<file path="config.mk">
export PLATFORM = sky130hd
export DESIGN_NAME = pulse_capture_flat
export DESIGN_NICKNAME = d
export VERILOG_FILES = /design/src/rtl/pulse_capture_if.sv /design/src/rtl/pulse_capture.sv /design/src/flat_wrapper.sv
export SDC_FILE = /design/constraint.sdc
export NUM_CORES = 1
export LEC_CHECK = 0
export BUFFER_PORTS_ARGS = -buffer_cell sky130_fd_sc_hd__buf_2
export CAP_MARGIN = 20
export CORE_MARGIN = 10
export CORE_UTILIZATION = 45
export DETAILED_ROUTE_END_ITERATION = 8
export GPL_ROUTABILITY_DRIVEN = 0
export PLACE_DENSITY = 0.76
export SLEW_MARGIN = 40
export SYNTH_ARGS = -nofsm -noshare
export SYNTH_HDL_FRONTEND = slang
export SYNTH_SLANG_ARGS = --single-unit
</file>
<file path="constraint.sdc">
create_clock -name clk -period 5.1 [get_ports clk]
set_input_delay 1.02 -clock clk [delete_from_list [all_inputs] [get_ports clk]]
set_output_delay 1.02 -clock clk [all_outputs]
set_load 0.02 [all_outputs]
</file>
<file path="src/rtl/pulse_capture_if.sv">
// Signal bundle between a pulse source/consumer and pulse_capture.
// The slave side is the capture block; the master side drives enable/pulse_in and reads results.
interface pulse_capture_if #(
   parameter int CNT_W = 16
) ();
   logic             enable;
   logic             pulse_in;
   logic [CNT_W-1:0] width;
   logic [CNT_W-1:0] period;
   logic             valid;
   logic             timeout;
   logic [15:0]      meas_count;

   modport master (
      output enable, pulse_in,
      input  width, period, valid, timeout, meas_count
   );

   modport slave (
      input  enable, pulse_in,
      output width, period, valid, timeout, meas_count
   );
endinterface

</file>
<file path="src/rtl/pulse_capture.sv">
// Measures high time and rise-to-rise period of an asynchronous pulse/PWM input,
// reporting each completed cycle with a one-cycle valid strobe.
module pulse_capture #(
   parameter int CNT_W       = 16,
   parameter int SYNC_STAGES = 2,
   parameter int TIMEOUT     = 50000
) (
   input logic           clk,
   input logic           rst,
   pulse_capture_if.slave bus
);
   typedef enum logic [1:0] {S_IDLE, S_HIGH, S_LOW} state_t;

   localparam logic [CNT_W-1:0] C_TIMEOUT = CNT_W'(TIMEOUT);
   localparam logic [CNT_W-1:0] C_ONE     = CNT_W'(1);

   logic [SYNC_STAGES-1:0] r_sync;
   logic                   r_s_d;
   logic                   r_rise;
   logic                   r_fall;
   logic                   w_s;

   state_t                 r_state,      w_state_nxt;
   logic [CNT_W-1:0]       r_w_cnt,      w_w_cnt_nxt;
   logic [CNT_W-1:0]       r_p_cnt,      w_p_cnt_nxt;
   logic [CNT_W-1:0]       r_width,      w_width_nxt;
   logic [CNT_W-1:0]       r_period,     w_period_nxt;
   logic                   r_valid,      w_valid_nxt;
   logic                   r_timeout,    w_timeout_nxt;
   logic [15:0]            r_meas_count, w_meas_count_nxt;

   assign w_s = r_sync[SYNC_STAGES-1];

   // Synchronizer, then registered edge flags so every FSM input comes straight from a flop.
   always_ff @(posedge clk or posedge rst) begin
      if (rst) begin
         r_sync <= '0;
         r_s_d  <= 1'b0;
         r_rise <= 1'b0;
         r_fall <= 1'b0;
      end else begin
         r_sync <= {r_sync[SYNC_STAGES-2:0], bus.pulse_in};
         r_s_d  <= w_s;
         r_rise <= w_s & ~r_s_d;
         r_fall <= ~w_s & r_s_d;
      end
   end

   always_comb begin
      w_state_nxt      = r_state;
      w_w_cnt_nxt      = r_w_cnt;
      w_p_cnt_nxt      = r_p_cnt;
      w_width_nxt      = r_width;
      w_period_nxt     = r_period;
      w_valid_nxt      = 1'b0;
      w_timeout_nxt    = r_timeout;
      w_meas_count_nxt = r_meas_count;

      if (!bus.enable) begin
         w_state_nxt   = S_IDLE;
         w_timeout_nxt = 1'b0;
      end else begin
         case (r_state)
            S_IDLE: begin
               if (r_rise) begin
                  w_state_nxt = S_HIGH;
                  w_w_cnt_nxt = C_ONE;
                  w_p_cnt_nxt = C_ONE;
               end
            end
            S_HIGH: begin
               if (r_p_cnt == C_TIMEOUT) begin
                  w_state_nxt   = S_IDLE;
                  w_timeout_nxt = 1'b1;
               end else if (r_fall) begin
                  w_state_nxt = S_LOW;
                  w_p_cnt_nxt = r_p_cnt + C_ONE;
               end else begin
                  w_w_cnt_nxt = r_w_cnt + C_ONE;
                  w_p_cnt_nxt = r_p_cnt + C_ONE;
               end
            end
            S_LOW: begin
               // A rise landing on the timeout cycle still completes the measurement.
               if (r_rise) begin
                  w_state_nxt      = S_HIGH;
                  w_width_nxt      = r_w_cnt;
                  w_period_nxt     = r_p_cnt;
                  w_valid_nxt      = 1'b1;
                  w_timeout_nxt    = 1'b0;
                  w_meas_count_nxt = r_meas_count + 16'd1;
                  w_w_cnt_nxt      = C_ONE;
                  w_p_cnt_nxt      = C_ONE;
               end else if (r_p_cnt == C_TIMEOUT) begin
                  w_state_nxt   = S_IDLE;
                  w_timeout_nxt = 1'b1;
               end else begin
                  w_p_cnt_nxt = r_p_cnt + C_ONE;
               end
            end
            default: w_state_nxt = S_IDLE;
         endcase
      end
   end

   always_ff @(posedge clk or posedge rst) begin
      if (rst) begin
         r_state      <= S_IDLE;
         r_w_cnt      <= '0;
         r_p_cnt      <= '0;
         r_width      <= '0;
         r_period     <= '0;
         r_valid      <= 1'b0;
         r_timeout    <= 1'b0;
         r_meas_count <= '0;
      end else begin
         r_state      <= w_state_nxt;
         r_w_cnt      <= w_w_cnt_nxt;
         r_p_cnt      <= w_p_cnt_nxt;
         r_width      <= w_width_nxt;
         r_period     <= w_period_nxt;
         r_valid      <= w_valid_nxt;
         r_timeout    <= w_timeout_nxt;
         r_meas_count <= w_meas_count_nxt;
      end
   end

   assign bus.width      = r_width;
   assign bus.period     = r_period;
   assign bus.valid      = r_valid;
   assign bus.timeout    = r_timeout;
   assign bus.meas_count = r_meas_count;
endmodule

</file>
<file path="src/flat_wrapper.sv">
// flat-port wrapper written by rule: the top's interface ports become plain ports
module pulse_capture_flat 
#(
   parameter int CNT_W       = 16,
   parameter int SYNC_STAGES = 2,
   parameter int TIMEOUT     = 50000
)
  (clk, rst, bus_enable, bus_pulse_in, bus_width, bus_period, bus_valid, bus_timeout, bus_meas_count);
  pulse_capture_if #(.CNT_W(CNT_W)) bus_i ();
  input logic clk;
  input logic rst;
  input wire logic [$bits(bus_i.enable)-1:0] bus_enable;
  input wire logic [$bits(bus_i.pulse_in)-1:0] bus_pulse_in;
  output wire logic [$bits(bus_i.width)-1:0] bus_width;
  output wire logic [$bits(bus_i.period)-1:0] bus_period;
  output wire logic [$bits(bus_i.valid)-1:0] bus_valid;
  output wire logic [$bits(bus_i.timeout)-1:0] bus_timeout;
  output wire logic [$bits(bus_i.meas_count)-1:0] bus_meas_count;
  assign bus_i.enable = bus_enable;
  assign bus_i.pulse_in = bus_pulse_in;
  assign bus_width = bus_i.width;
  assign bus_period = bus_i.period;
  assign bus_valid = bus_i.valid;
  assign bus_timeout = bus_i.timeout;
  assign bus_meas_count = bus_i.meas_count;
  pulse_capture #(.CNT_W(CNT_W), .SYNC_STAGES(SYNC_STAGES), .TIMEOUT(TIMEOUT)) u_core (.clk(clk), .rst(rst), .bus(bus_i));
endmodule
</file>
## Yosys cells after proc, flatten, opt, wreduce, memory -nomap -nowiden

Cells that the tools add are included.

- Register bits: 89
- Latch bits: 0
- Bits in writable memories: 0
- Bits in read-only memories: 0
- Input bits: 4
- Output and inout bits: 50
- Word-level logic and storage cells: 59
- Memories: 0

- $add $sub $neg: 3
- Multipliers: 0
- Divide/modulo/power cells: 0
- $lt $le $gt $ge: 0
- Equal/unequal tests: 11
- Shift operators: 0
- Mux-type cells: 21
- Bitwise logic cells: 4
- Reductions and logical operators: 8

Operator list:

| cell | number |
|---|---|
| 16-bit 2-to-1 mux | 5 |
| 16-bit by 1-bit adder with 16-bit output, second input constant | 3 |
| 16-bit case mux with 3 select lines | 1 |
| 16-bit case mux with 2 select lines | 1 |
| 16-bit == test, second input constant | 1 |
| 2-bit 2-to-1 mux | 6 |
| 3-bit AND reduction | 3 |
| 4-bit by 2-bit != test with 1-bit output, second input constant | 2 |
| 1-bit 2-to-1 mux | 6 |
| 2-bit case mux with 3 select lines | 1 |
| 5-bit AND reduction | 1 |
| 2-bit by 1-bit != test with 1-bit output, second input constant | 2 |
| 2-bit != test, second input constant | 2 |
| 3-bit by 1-bit != test with 1-bit output, second input constant | 1 |
| 3-bit by 2-bit != test with 1-bit output, second input constant | 1 |
| 3-bit nonzero test | 1 |
| 1-bit AND | 2 |
| 2-bit by 1-bit == test with 1-bit output, second input constant | 1 |
| 2-bit == test, second input constant | 1 |
| 2-bit logical NOT | 1 |
| 1-bit inverter | 2 |
| 1-bit case mux with 2 select lines | 1 |
| 2-bit nonzero test | 1 |
| 2-bit OR reduction | 1 |

## Depth between registers and ports, before layout

- Word-level depth: 5
- Gate-level depth with buffers: 9
- Gate-level depth less buffers: 8

## Least setup slack after synthesis

Ideal clock, no wire load.

- Kind: input to register
- Start point: input bus_enable
- End point: register u_core.r_meas_count[13], in the netlist u_core.bus.meas_count[13]
- Setup time: 130 ps
- Arrival time: 2051 ps
- Required time: 4970 ps
- Slack: 2919 ps
- Cell stages on the path: 7
- Buffers on the path: 1
- Cell sequence: nand3_2 inv_2 and4_1 buf_4 nand3_1 or3_1 xnor2_1

- Longest elaborated chain between the ends: 1

Ends and longest elaborated chain:

| item | RTL line | RTL |
|---|---|---|
| start: declaration | flat_wrapper.sv:12 | `input wire logic [$bits(bus_i.enable)-1:0] bus_enable;` |
| 3-bit AND reduction (no line) | -- |  |
| end signal: assignment | pulse_capture.sv:124 | `r_meas_count <= w_meas_count_nxt;` |
| end: declaration | pulse_capture.sv:30 | `logic [15:0] r_meas_count, w_meas_count_nxt;` |

No other way between the ends.
A chain may end at the register's enable or synchronous reset.

## Worst setup path after layout

- Start point: register u_core.r_state[0]
- End point: register u_core.r_meas_count[13], in the netlist u_core.bus.meas_count[13]

- Longest elaborated chain between the ends: 2

Ends and longest elaborated chain:

| item | RTL line | RTL |
|---|---|---|
| start: declaration | pulse_capture.sv:23 | `state_t r_state, w_state_nxt;` |
| start signal: assignment | pulse_capture.sv:117 | `r_state <= w_state_nxt;` |
| 2-bit == test | pulse_capture.sv:63 | `case (r_state)` |
| 3-bit AND reduction (no line) | -- |  |

No other way between the ends.

==> metrics.txt <==
status=complete, no violations; Syn. warnings=0; root buffer cell=clkbuf_8; IO Pins=54; Die Wd=115 um; worst slew pin tran=0.786 ns; clock power share=31.8%; Synth cell types=44; initial antenna violation count=0; WS Path Type=flip-flop to flip-flop; synth cell count leaders=nand2_1, dfrtp_1, o21ai_0; Top FF cell, synth=dfrtp_1; worst slack, placed=1.37 ns; DR pass1 iterations=5; CTS Sinks=89; net switching power=0.000473 W; flop-to-flop setup slack=1.66 ns; IO Port Bufs=53; Gate Count Post-Synth=424; max cap viols=0; Worst Setup End Kind=flip-flop; Total GRT Usage=13.6%; via-per-instance ratio=5.49; Worst-Skew Late Latency=0.36 ns; Critical Path Max Stage Delay=0.71 ns; global-route wire length before repair=14.9 mm; worst vdd ir=0.177 mV; largest cells by area after synthesis=dfrtp_1, nand2_1, o21ai_0; Syn-to-layout area delta=13.2%; Crit path max-delay family=simple AND/OR/NAND/NOR gates; syn_nets=436; crit path buf inv count=2; PD cells=336 nW/um^2; full die area=13200 um^2; Synth Area per Inst=9.60 um^2; fin crit share=67.4%; RSZ-0062 raised after global routing=false; Sw Ratio=30.6%; nets@finish=485; via count=3212; TritonCTS clock tree=done; diode count=0; Leak=2.34 nW; Setup WS post-layout=1.66 ns; Total Power=0.00155 W; post-layout minimum cycle time=3.44 ns; CORE AREA=8760 um^2; share of the synthesized area in the top cell type=54.7%; post-CTS sizing=0; flops & latches, synth=89; Post-CTS Setup Bufs=0; gr ovfl total=0; clock slew at reported path FFs=0.09 ns; register area share after synthesis=54.7%; Worst Skew=0.0118 ns; Final Hold Fails=0; CTS H-Tree Depth=3; synthesized area=4070 um^2; # setup viols final=0; Slowest-stage cell, CP=inv_2; Starting Density=46.4%; Post-synth EDFFs=0; TNS Setup=0 ns; antenna-violating nets left=0; count leader, synth=nand2_1; part of the power in registers=50.6%; area leader, netlist=dfrtp_1; Crit Path Max Fanout=40; initial DRC count=283; wire length per cell=14.9 um; critical-path cell list=inv_1, ha_1, nand3_2, inv_2, and4_1, nand3_1, or3_1, xnor2_1; CTS buffer count=9; maximum clock insertion buffer count=2; class of the worst hold path=flip-flop to flip-flop; largest net degree at the start of global routing=52; fraction of layout cells with a size suffix above 1=17.2%; CTS Hold Buffers Added=0; ys async rst share=100%; max-slew violations=0; vias in the first global route=3115; Slew HR=47.5%; hpwl dp=6.15 mm; Pint=0.00108 W; site row count=34; DRT Wirelength=8.72 mm; Setup crit start kind=flip-flop; DR DRC count=0; Required @ worst endpoint=5.36 ns; Comb pwr share=17.7%; max frequency=0.291 GHz; Worst Path Arrival=3.69 ns; Die Ht=115 um
==> power by group through the flow <==
| stage | clock, W | combinational [W] | sequential (W) |
|---|---|---|---|
| global placement | 0 | 0.000264 | 0.000794 |
| floorplan | 0 | 0.000208 | 0.000797 |
| global route | 0.000535 | 0.000304 | 0.000791 |
| finish | 0.000492 | 0.000274 | 0.000783 |
| detailed placement | 0 | 0.000272 | 0.000796 |
| CTS | 0.000509 | 0.000273 | 0.000783 |
==> kinds of logic after synthesis <==
logic type                 after synthesis  share of synthesized area [%]
DFF                                     89                           54.7
AOI/OAI and AO/OA                       60                           9.07
xor gates and xnor gates                25                           5.38
buffers and inverters                   29                           3.26
muxes                                    1                          0.246
adders and majority gates                8                           2.46
and+or+nand+nor                        212                           24.9
==> metal layers <==
layer  global-route usage, %  share of wire [%]  vias up  routed length, um
met5                       0                  0        -                  0
met4                    4.37                1.1        0                 93
met3                    4.64                7.1        8                616
met2                    21.2                 47       87               4080
met1                    17.4                 45     1576               3930
li1                        -                  -     1541                  -
==> area by class of cell <==
cell class	instances	area, um^2
tap	108	135
timing repair buffer	55	280
fill	803	4160
clock inverter	5	65.1
inverter	12	50.0
clock buffer	10	138
sequential	89	2230
multi-input combinational	306	1710
==> worst paths after layout <==
check / from / endpoint / cells after the start
hold reg to reg: u_core.r_sync[0]$_DFF_PP0_ / u_core.r_sync[1]$_DFF_PP0_ / 0
setup / recovery: u_core.r_state[0]$_DFFE_PP0P_ / u_core.bus.meas_count[13]$_DFFE_PP0P_ / 8
setup reg to reg: u_core.r_state[0]$_DFFE_PP0P_ / u_core.bus.meas_count[13]$_DFFE_PP0P_ / 8
min in group asynchronous: rst / u_core.bus.width[0]$_DFFE_PP0P_ / 2
hold / removal: u_core.r_sync[0]$_DFF_PP0_ / u_core.r_sync[1]$_DFF_PP0_ / 0
max in group asynchronous: rst / u_core.r_w_cnt[12]$_DFFE_PP0P_ / 3
==> worst register-to-register path: stages (launching register included) <==
cell and delay [ns]:
dfrtp_1 0.43, inv_1 0.16, ha_1 0.32, nand3_2 0.67, inv_2 0.72, and4_1 0.42
nand3_1 0.13, or3_1 0.35, xnor2_1 0.14
==> registers in the layout, indices dropped and copies added (netlist names), 2 cells and up <==
register               count
u_core.bus.meas_count     16
u_core.bus.period         16
u_core.r_sync              2
u_core.r_w_cnt            16
u_core.r_state             2
u_core.bus.width          16
u_core.r_p_cnt            16
==> layout by cell type, fill, tap and decap left out, types with 2 or more instances in the layout <==
master / count
nand2b_1: 7
xnor2_1: 16
o31ai_1: 8
clkinv_4: 2
and3_1: 5
nor2b_1: 5
and2_1: 2
o21ai_0: 28
clkinvlp_4: 2
dfrtp_1: 89
nor4_1: 3
nor2_1: 25
nor4_2: 2
nand2_1: 108
and4_1: 3
buf_2: 53
a21oi_1: 8
buf_4: 2
xor2_1: 9
a211oi_1: 2
o41ai_1: 3
ha_1: 8
inv_1: 10
nand3_1: 23
a31oi_1: 5
clkbuf_8: 10
nand4_1: 9
nor3_1: 7
or3_1: 5
==> metrics by stage <==
stage | hold slack (ns) | instances | area (um^2) | util (%)
2_1_floorplan | 0.331 | 424 | 4070 | -
3_5_place_dp | 0.335 | 570 | 4400 | 50.2
5_1_grt | 0.376 | 585 | 4610 | 52.6
3_3_place_gp | 0.336 | 570 | 4400 | 50.2
4_1_cts | 0.355 | 585 | 4610 | 52.6
6_report | 0.353 | 585 | 4610 | 52.6
Note: power is estimated with default switching activity, not from simulation.
